--- src/rtl/dfi_logfetch_ctrl.sv ---
// Read-side sequencer for the DFI log table: walks the persistent read pointer up to a
// sampled write-pointer snapshot, one memory read at a time, and hands entries to the checker.
module dfi_logfetch_ctrl #(
    parameter int unsigned              N_ADDR_WIDTH      = 32,
    parameter int unsigned              N_DATA_WIDTH      = 32,
    parameter int unsigned              N_LOGID_WIDTH     = 8,
    parameter logic [N_ADDR_WIDTH-1:0]  LOGTABLE_ADDRINIT = 32'h1FEFFC00,
    parameter logic [N_ADDR_WIDTH-1:0]  LOGTABLE_ADDREND  = 32'h1FEFFFF8,
    parameter int unsigned              ENTRY_STRIDE      = 8,
    parameter int unsigned              TIMEOUT_CYCLES    = 64
) (
    input  logic                                  clk,
    input  logic                                  rst,
    input  logic                                  i_trigger,
    input  logic [N_ADDR_WIDTH-1:0]               i_logAddrptr,
    output logic                                  o_rqAccess,
    output logic [N_ADDR_WIDTH-1:0]               o_logAddr,
    input  logic                                  i_logDone,
    input  logic [N_DATA_WIDTH+N_LOGID_WIDTH-1:0] i_logData,
    output logic                                  o_entryValid,
    input  logic                                  i_entryReady,
    output logic [N_LOGID_WIDTH-1:0]              o_entryId,
    output logic [N_DATA_WIDTH-1:0]               o_entryData,
    output logic                                  o_busy,
    output logic                                  o_done,
    output logic [1:0]                            o_error,
    output logic [N_ADDR_WIDTH-1:0]               o_rdPtr
);

    localparam logic [N_ADDR_WIDTH-1:0] STRIDE    = N_ADDR_WIDTH'(ENTRY_STRIDE);
    localparam logic [N_ADDR_WIDTH-1:0] ADDR_WRAP = LOGTABLE_ADDREND + STRIDE;
    localparam int unsigned             CNT_W     = $clog2(TIMEOUT_CYCLES + 1);
    localparam logic [CNT_W-1:0]        CNT_LAST  = CNT_W'(TIMEOUT_CYCLES - 1);

    typedef enum logic [2:0] {
        S_IDLE,
        S_CHECK,
        S_WAIT,
        S_PRESENT,
        S_DONE,
        S_ERR
    } state_t;

    state_t                    state_q, state_d;
    logic [N_ADDR_WIDTH-1:0]   rdptr_q, rdptr_d;
    logic [N_ADDR_WIDTH-1:0]   endptr_q, endptr_d;
    logic [CNT_W-1:0]          cnt_q, cnt_d;
    logic [N_LOGID_WIDTH-1:0]  id_q, id_d;
    logic [N_DATA_WIDTH-1:0]   data_q, data_d;
    logic [1:0]                err_q, err_d;

    logic [N_ADDR_WIDTH-1:0]   ptr_off;
    logic                      ptr_bad;

    // ADDREND+STRIDE is the legal "table full up to the end" pointer; it aliases ADDRINIT.
    assign ptr_off = i_logAddrptr - LOGTABLE_ADDRINIT;
    assign ptr_bad = (i_logAddrptr < LOGTABLE_ADDRINIT) || (i_logAddrptr > ADDR_WRAP) ||
                     ((ptr_off % STRIDE) != '0);

    always_ff @(posedge clk) begin
        if (rst) begin
            state_q  <= S_IDLE;
            rdptr_q  <= LOGTABLE_ADDRINIT;
            endptr_q <= LOGTABLE_ADDRINIT;
            cnt_q    <= '0;
            id_q     <= '0;
            data_q   <= '0;
            err_q    <= '0;
        end else begin
            state_q  <= state_d;
            rdptr_q  <= rdptr_d;
            endptr_q <= endptr_d;
            cnt_q    <= cnt_d;
            id_q     <= id_d;
            data_q   <= data_d;
            err_q    <= err_d;
        end
    end

    always_comb begin
        state_d  = state_q;
        rdptr_d  = rdptr_q;
        endptr_d = endptr_q;
        cnt_d    = cnt_q;
        id_d     = id_q;
        data_d   = data_q;
        err_d    = err_q;
        case (state_q)
            S_IDLE: begin
                if (i_trigger) begin
                    if (ptr_bad) begin
                        err_d[1] = 1'b1;
                        state_d  = S_ERR;
                    end else begin
                        endptr_d = (i_logAddrptr == ADDR_WRAP) ? LOGTABLE_ADDRINIT : i_logAddrptr;
                        state_d  = S_CHECK;
                    end
                end
            end
            S_CHECK: begin
                cnt_d   = '0;
                state_d = (rdptr_q == endptr_q) ? S_DONE : S_WAIT;
            end
            S_WAIT: begin
                if (i_logDone) begin
                    id_d    = i_logData[N_DATA_WIDTH +: N_LOGID_WIDTH];
                    data_d  = i_logData[N_DATA_WIDTH-1:0];
                    state_d = S_PRESENT;
                end else if (cnt_q == CNT_LAST) begin
                    err_d[0] = 1'b1;
                    state_d  = S_ERR;
                end else begin
                    cnt_d = cnt_q + CNT_W'(1);
                end
            end
            S_PRESENT: begin
                if (i_entryReady) begin
                    rdptr_d = (rdptr_q == LOGTABLE_ADDREND) ? LOGTABLE_ADDRINIT : rdptr_q + STRIDE;
                    state_d = S_CHECK;
                end
            end
            S_DONE:  state_d = S_IDLE;
            S_ERR:   state_d = S_ERR;
            default: state_d = S_IDLE;
        endcase
    end

    assign o_rqAccess   = (state_q == S_WAIT);
    assign o_logAddr    = rdptr_q;
    assign o_entryValid = (state_q == S_PRESENT);
    assign o_entryId    = id_q;
    assign o_entryData  = data_q;
    assign o_busy       = (state_q == S_CHECK) || (state_q == S_WAIT) || (state_q == S_PRESENT);
    assign o_done       = (state_q == S_DONE);
    assign o_error      = err_q;
    assign o_rdPtr      = rdptr_q;

endmodule

--- config.mk ---
export PLATFORM = sky130hd
export DESIGN_NAME = dfi_logfetch_ctrl
export DESIGN_NICKNAME = d
export VERILOG_FILES = /design/src/rtl/dfi_logfetch_ctrl.sv
export SDC_FILE = /design/constraint.sdc
export NUM_CORES = 1
export LEC_CHECK = 0
export BUFFER_PORTS_ARGS = -buffer_cell sky130_fd_sc_hd__buf_2
export CORE_MARGIN = 1.5
export CORE_UTILIZATION = 54
export CTS_CLUSTER_DIAMETER = 200
export DETAILED_ROUTE_END_ITERATION = 12
export HOLD_SLACK_MARGIN = 0.02
export PLACE_DENSITY = 0.86
export RECOVER_POWER = 50
export SLEW_MARGIN = 20
export SYNTH_ARGS = -nofsm -noshare
export SYNTH_HDL_FRONTEND = slang
export SYNTH_SLANG_ARGS = --single-unit
export TNS_END_PERCENT = 10
--- constraint.sdc ---
create_clock -name clk -period 3.68 [get_ports clk]
set_clock_uncertainty 0.15 [all_clocks]
set_input_delay 0.368 -clock clk [delete_from_list [all_inputs] [get_ports clk]]
set_output_delay 0.368 -clock clk [all_outputs]
set_load 0.1 [all_outputs]
==> metrics.md <==
| Metric | Value |
|---|---|
| Vias in the first global route | `5,174` |
| Setup repair after global routing missed its margin | `no` |
| Placer Congestion | `0.859` |
| Final Hold Vio Count | `0` |
| Crit path max-delay cell type | `sky130_fd_sc_hd__dfxtp_1` |
| Number of pins exceeding their max-slew limit in the final report | `0` |
| Via count | `5,253` |
| Num Clock Sinks | `113` |
| Port bufs | `180` |
| Final Setup Violations | `0` |
| Worst-case headroom to the max-slew limit | `0.170` |
| Final worst path period share | `0.802` |
| Number of filler instances in the final layout | `676` |
| Gate family responsible for the most delay along the worst path | `simple AND/OR/NAND/NOR gates` |
| Total of cells resized after clock tree synthesis | `0` |
| Placement row count | `35` |
| Per-cell via count in the routed design | `5.61` |
| Max-cap violation count | `0` |
| Final setup TNS | `0 ns` |
| Post-route cell area | `6790 µm²` |
| Fin crit period | `2.95 ns` |
| Main flop type after synthesis | `sky130_fd_sc_hd__dfxtp_1` |
| Initial core utilization | `0.561` |
| Placed wire-length estimate | `9.32 mm` |
| Total congestion overflow after global routing | `0` |
| Core area | `9280 µm²` |
| Routed wire per std cell | `17.7 µm` |
| Total placed instance area | `5880 µm²` |
| Inserted Clock Buffers | `17` |
| Sequential Power Share | `0.409` |
| Final-stage net count | `872` |
| Fraction of synthesis flops using an asynchronous set or reset pin | `0` |
| Number of buffer and inverter stages on the critical path | `1` |
| Die outline area | `10,200 µm²` |
| Number of instances in the placed design | `856` |
| Fraction of the core area covered by cells at the end of the flow | `0.731` |
| All-Layer GR Usage | `0.328` |
| Clock root buffer | `sky130_fd_sc_hd__clkbuf_8` |
| Cell Int Power | `2.23 mW` |
| Clock share of power | `0.523` |
| Largest net degree at the start of global routing | `62` |
| Highest cell delay on the worst timing path | `0.60 ns` |
| Sw frac | `0.266` |
| Pwr Density | `446 nW/µm²` |
| Top-area cell type share of the netlist area | `0.434` |
| Layout cell share with drive strength beyond 1 | `0.166` |
| Detailed-router iteration count before antenna repair | `5` |
| Net switching component of the power | `0.806 mW` |
| Most common cell in the netlist | `sky130_fd_sc_hd__nand2_1` |
| First-pass GRT wire length | `25.9 mm` |
| FF+latch count, synth | `113` |
| Antenna-violating nets left | `0` |
| Top post-synthesis cells by count | `116 x sky130_fd_sc_hd__nand2_1, 113 x sky130_fd_sc_hd__dfxtp_1, 55 x sky130_fd_sc_hd__a21oi_1, 36 x sky130_fd_sc_hd__buf_4, 32 x sky130_fd_sc_hd__xor2_1` |
| Start-to-end type of the worst setup path | `flop to primary output` |
| Arrival time at the worst endpoint | `2.43 ns` |
| Cells taking the most area after synthesis | `sky130_fd_sc_hd__dfxtp_1 43%, sky130_fd_sc_hd__nand2_1 8.4%, sky130_fd_sc_hd__xor2_1 5.4%` |
| Type of destination of the critical path | `primary output` |
| I/O pin total | `187` |
| Run status | `completed` |
| Area growth, synth to finish | `30.4%` |
| Dominant cell type by area after synthesis | `sky130_fd_sc_hd__dfxtp_1` |
| Sequential element share of the synthesized area | `0.434` |
| Worst-case clock buffer depth | `2` |
| Number of antenna violations at the first check in global routing | `1` |
| Setup Fix Bufs, Post-CTS | `0` |
| Worst hold path type | `input pin to flop` |
| Synth unique cells | `55` |
| Latest clock arrival within the worst-skew pair | `0.52 ns` |
| Ordered list of cells on the worst path | `nor2b_1 -> nor2b_1 -> buf_2` |
| Combined area of the multi-input logic cells | `2490 µm²` |
| Number of synthesized flops with an enable pin | `0` |
| Most used cell, CP | `sky130_fd_sc_hd__nor2b_1` |
| Combined area of all synthesized cells | `5210 µm²` |
| Transition time of the tightest slew-check pin | `1.25 ns` |
| Die extent in y | `101 µm` |
| Worst Path Max Fanout | `12` |
| Chip Width | `101 µm` |
| Startpoint kind of the worst setup timing path | `flop` |
| Cell leakage power | `2.58 nW` |
| Maximum achievable frequency | `0.339 GHz` |
| Required time of the critical path | `3.16 ns` |
| Final std cells w/o fill | `936` |
| Synth Warn # | `0` |
| Clock-pin slew on the worst setup and hold paths | `0.06 ns` |
| Worst voltage drop across the vdd grid | `0.361 mV` |
| CTS H-Tree Depth | `4` |
| Share of total power in combinational logic | `0.069` |
| Clock tree from TritonCTS | `built` |
| Sequential cell area | `2260 µm²` |
| DRC viols | `0` |
| Hold buffers post-CTS | `47` |
| Post-detailed-routing wire length | `16.6 mm` |
| Number of instances in the synthesized netlist | `607` |
| Starting DRC count in detailed routing | `527` |
| Post-Syn Area per Cell | `8.58 µm²` |
## sequential cells by signal, indices dropped and copies added, names as in the netlist
register,count
endptr_q,32
o_entryData,32
o_logAddr,29
o_entryId,8
cnt_q,7
o_error,2
state_q,3
## worst min-delay path: stages
cell and delay [ns]:
sky130_fd_sc_hd__buf_2 0.12, sky130_fd_sc_hd__nand2_1 0.07, sky130_fd_sc_hd__nand3_1 0.08, sky130_fd_sc_hd__a21oi_1 0.05
## per-stage QoR
stage | setup WS, ns | hold WS [ns] | power (mW)
after global routing | 0.669 | 0.0529 | 3.09
final | 0.730 | 0.0587 | 3.03
after detailed placement | 1.10 | 0.291 | 1.42
after global placement | 1.16 | 0.282 | 1.42
after CTS | 0.863 | 0.0398 | 3.00
after floorplan | 0.655 | 0.280 | 1.37
## cells by family after synthesis
logic type	synth area share
AOI/OAI and AO/OA	0.0947
xor gates and xnor gates	0.103
adders and majority gates	0.00480
buffers and inverters	0.0891
DFF	0.434
muxes	0.00408
other	0.000720
and+or+nand+nor	0.270
## area by class of cell
cell class                      instances  area share
Antenna cell                            1    0.000369
Clock buffer                           17      0.0610
Clock inverter                         15      0.0221
Inverter                               11     0.00608
Multi-Input combinational cell        421       0.367
Sequential cell                       113       0.333
Tap cell                              129      0.0238
Timing Repair Buffer                  229       0.186
## power by group through the flow
stage	Sequential (mW)	Combinational, mW	Clock [mW]
5_1_grt	1.24	0.216	1.64
2_1_floorplan	1.26	0.107	0
4_1_cts	1.24	0.197	1.56
6_report	1.24	0.208	1.59
3_3_place_gp	1.26	0.154	0
3_5_place_dp	1.26	0.156	0
## worst paths after layout
| kind | start | endpoint | slack (ns) | cells after the start |
|---|---|---|---|---|
| max | state_q[1]$_SDFFE_PP0P_ | o_rqAccess | 0.73 | 3 |
| min reg2reg | o_error[1]$_SDFFE_PP0P_ | o_error[1]$_SDFFE_PP0P_ | 0.30 | 2 |
| max reg2reg | state_q[0]$_SDFFE_PP0P_ | o_logAddr[29]$_SDFFE_PP0P_ | 0.89 | 5 |
| min | i_entryReady | state_q[1]$_SDFFE_PP0P_ | 0.06 | 4 |
## placed cells by master (no fill, tap or decap), drive strengths merged, types with 2 or more instances in the layout
| cell | count |
|---|---|
| nand2 | 116 |
| or3 | 2 |
| and4b | 2 |
| o21ai | 14 |
| a31oi | 3 |
| xnor2 | 29 |
| and2 | 14 |
| buf | 84 |
| and4 | 4 |
| nor2b | 4 |
| nor4b | 2 |
| nand2b | 20 |
| nand3 | 15 |
| a21oi | 55 |
| conb | 6 |
| dlygate4sd3 | 47 |
| clkbuf | 115 |
| ha | 2 |
| a2111oi | 2 |
| nor2 | 31 |
| inv | 19 |
| a211oi | 2 |
| clkinvlp | 3 |
| and3 | 3 |
| nor4 | 20 |
| nand4 | 17 |
| nor3 | 12 |
| dfxtp | 113 |
| xor2 | 32 |
| clkinv | 3 |
## layer usage
metal  vias to the layer above  part of all wire  GRT usage
met5                         -                 0          0
met4                         0             0.056      0.172
met3                        94             0.081     0.0870
met2                       371              0.50      0.562
met1                      2413              0.36      0.377
li1                       2375                 -          -
Power figures use the tool's default switching activity.
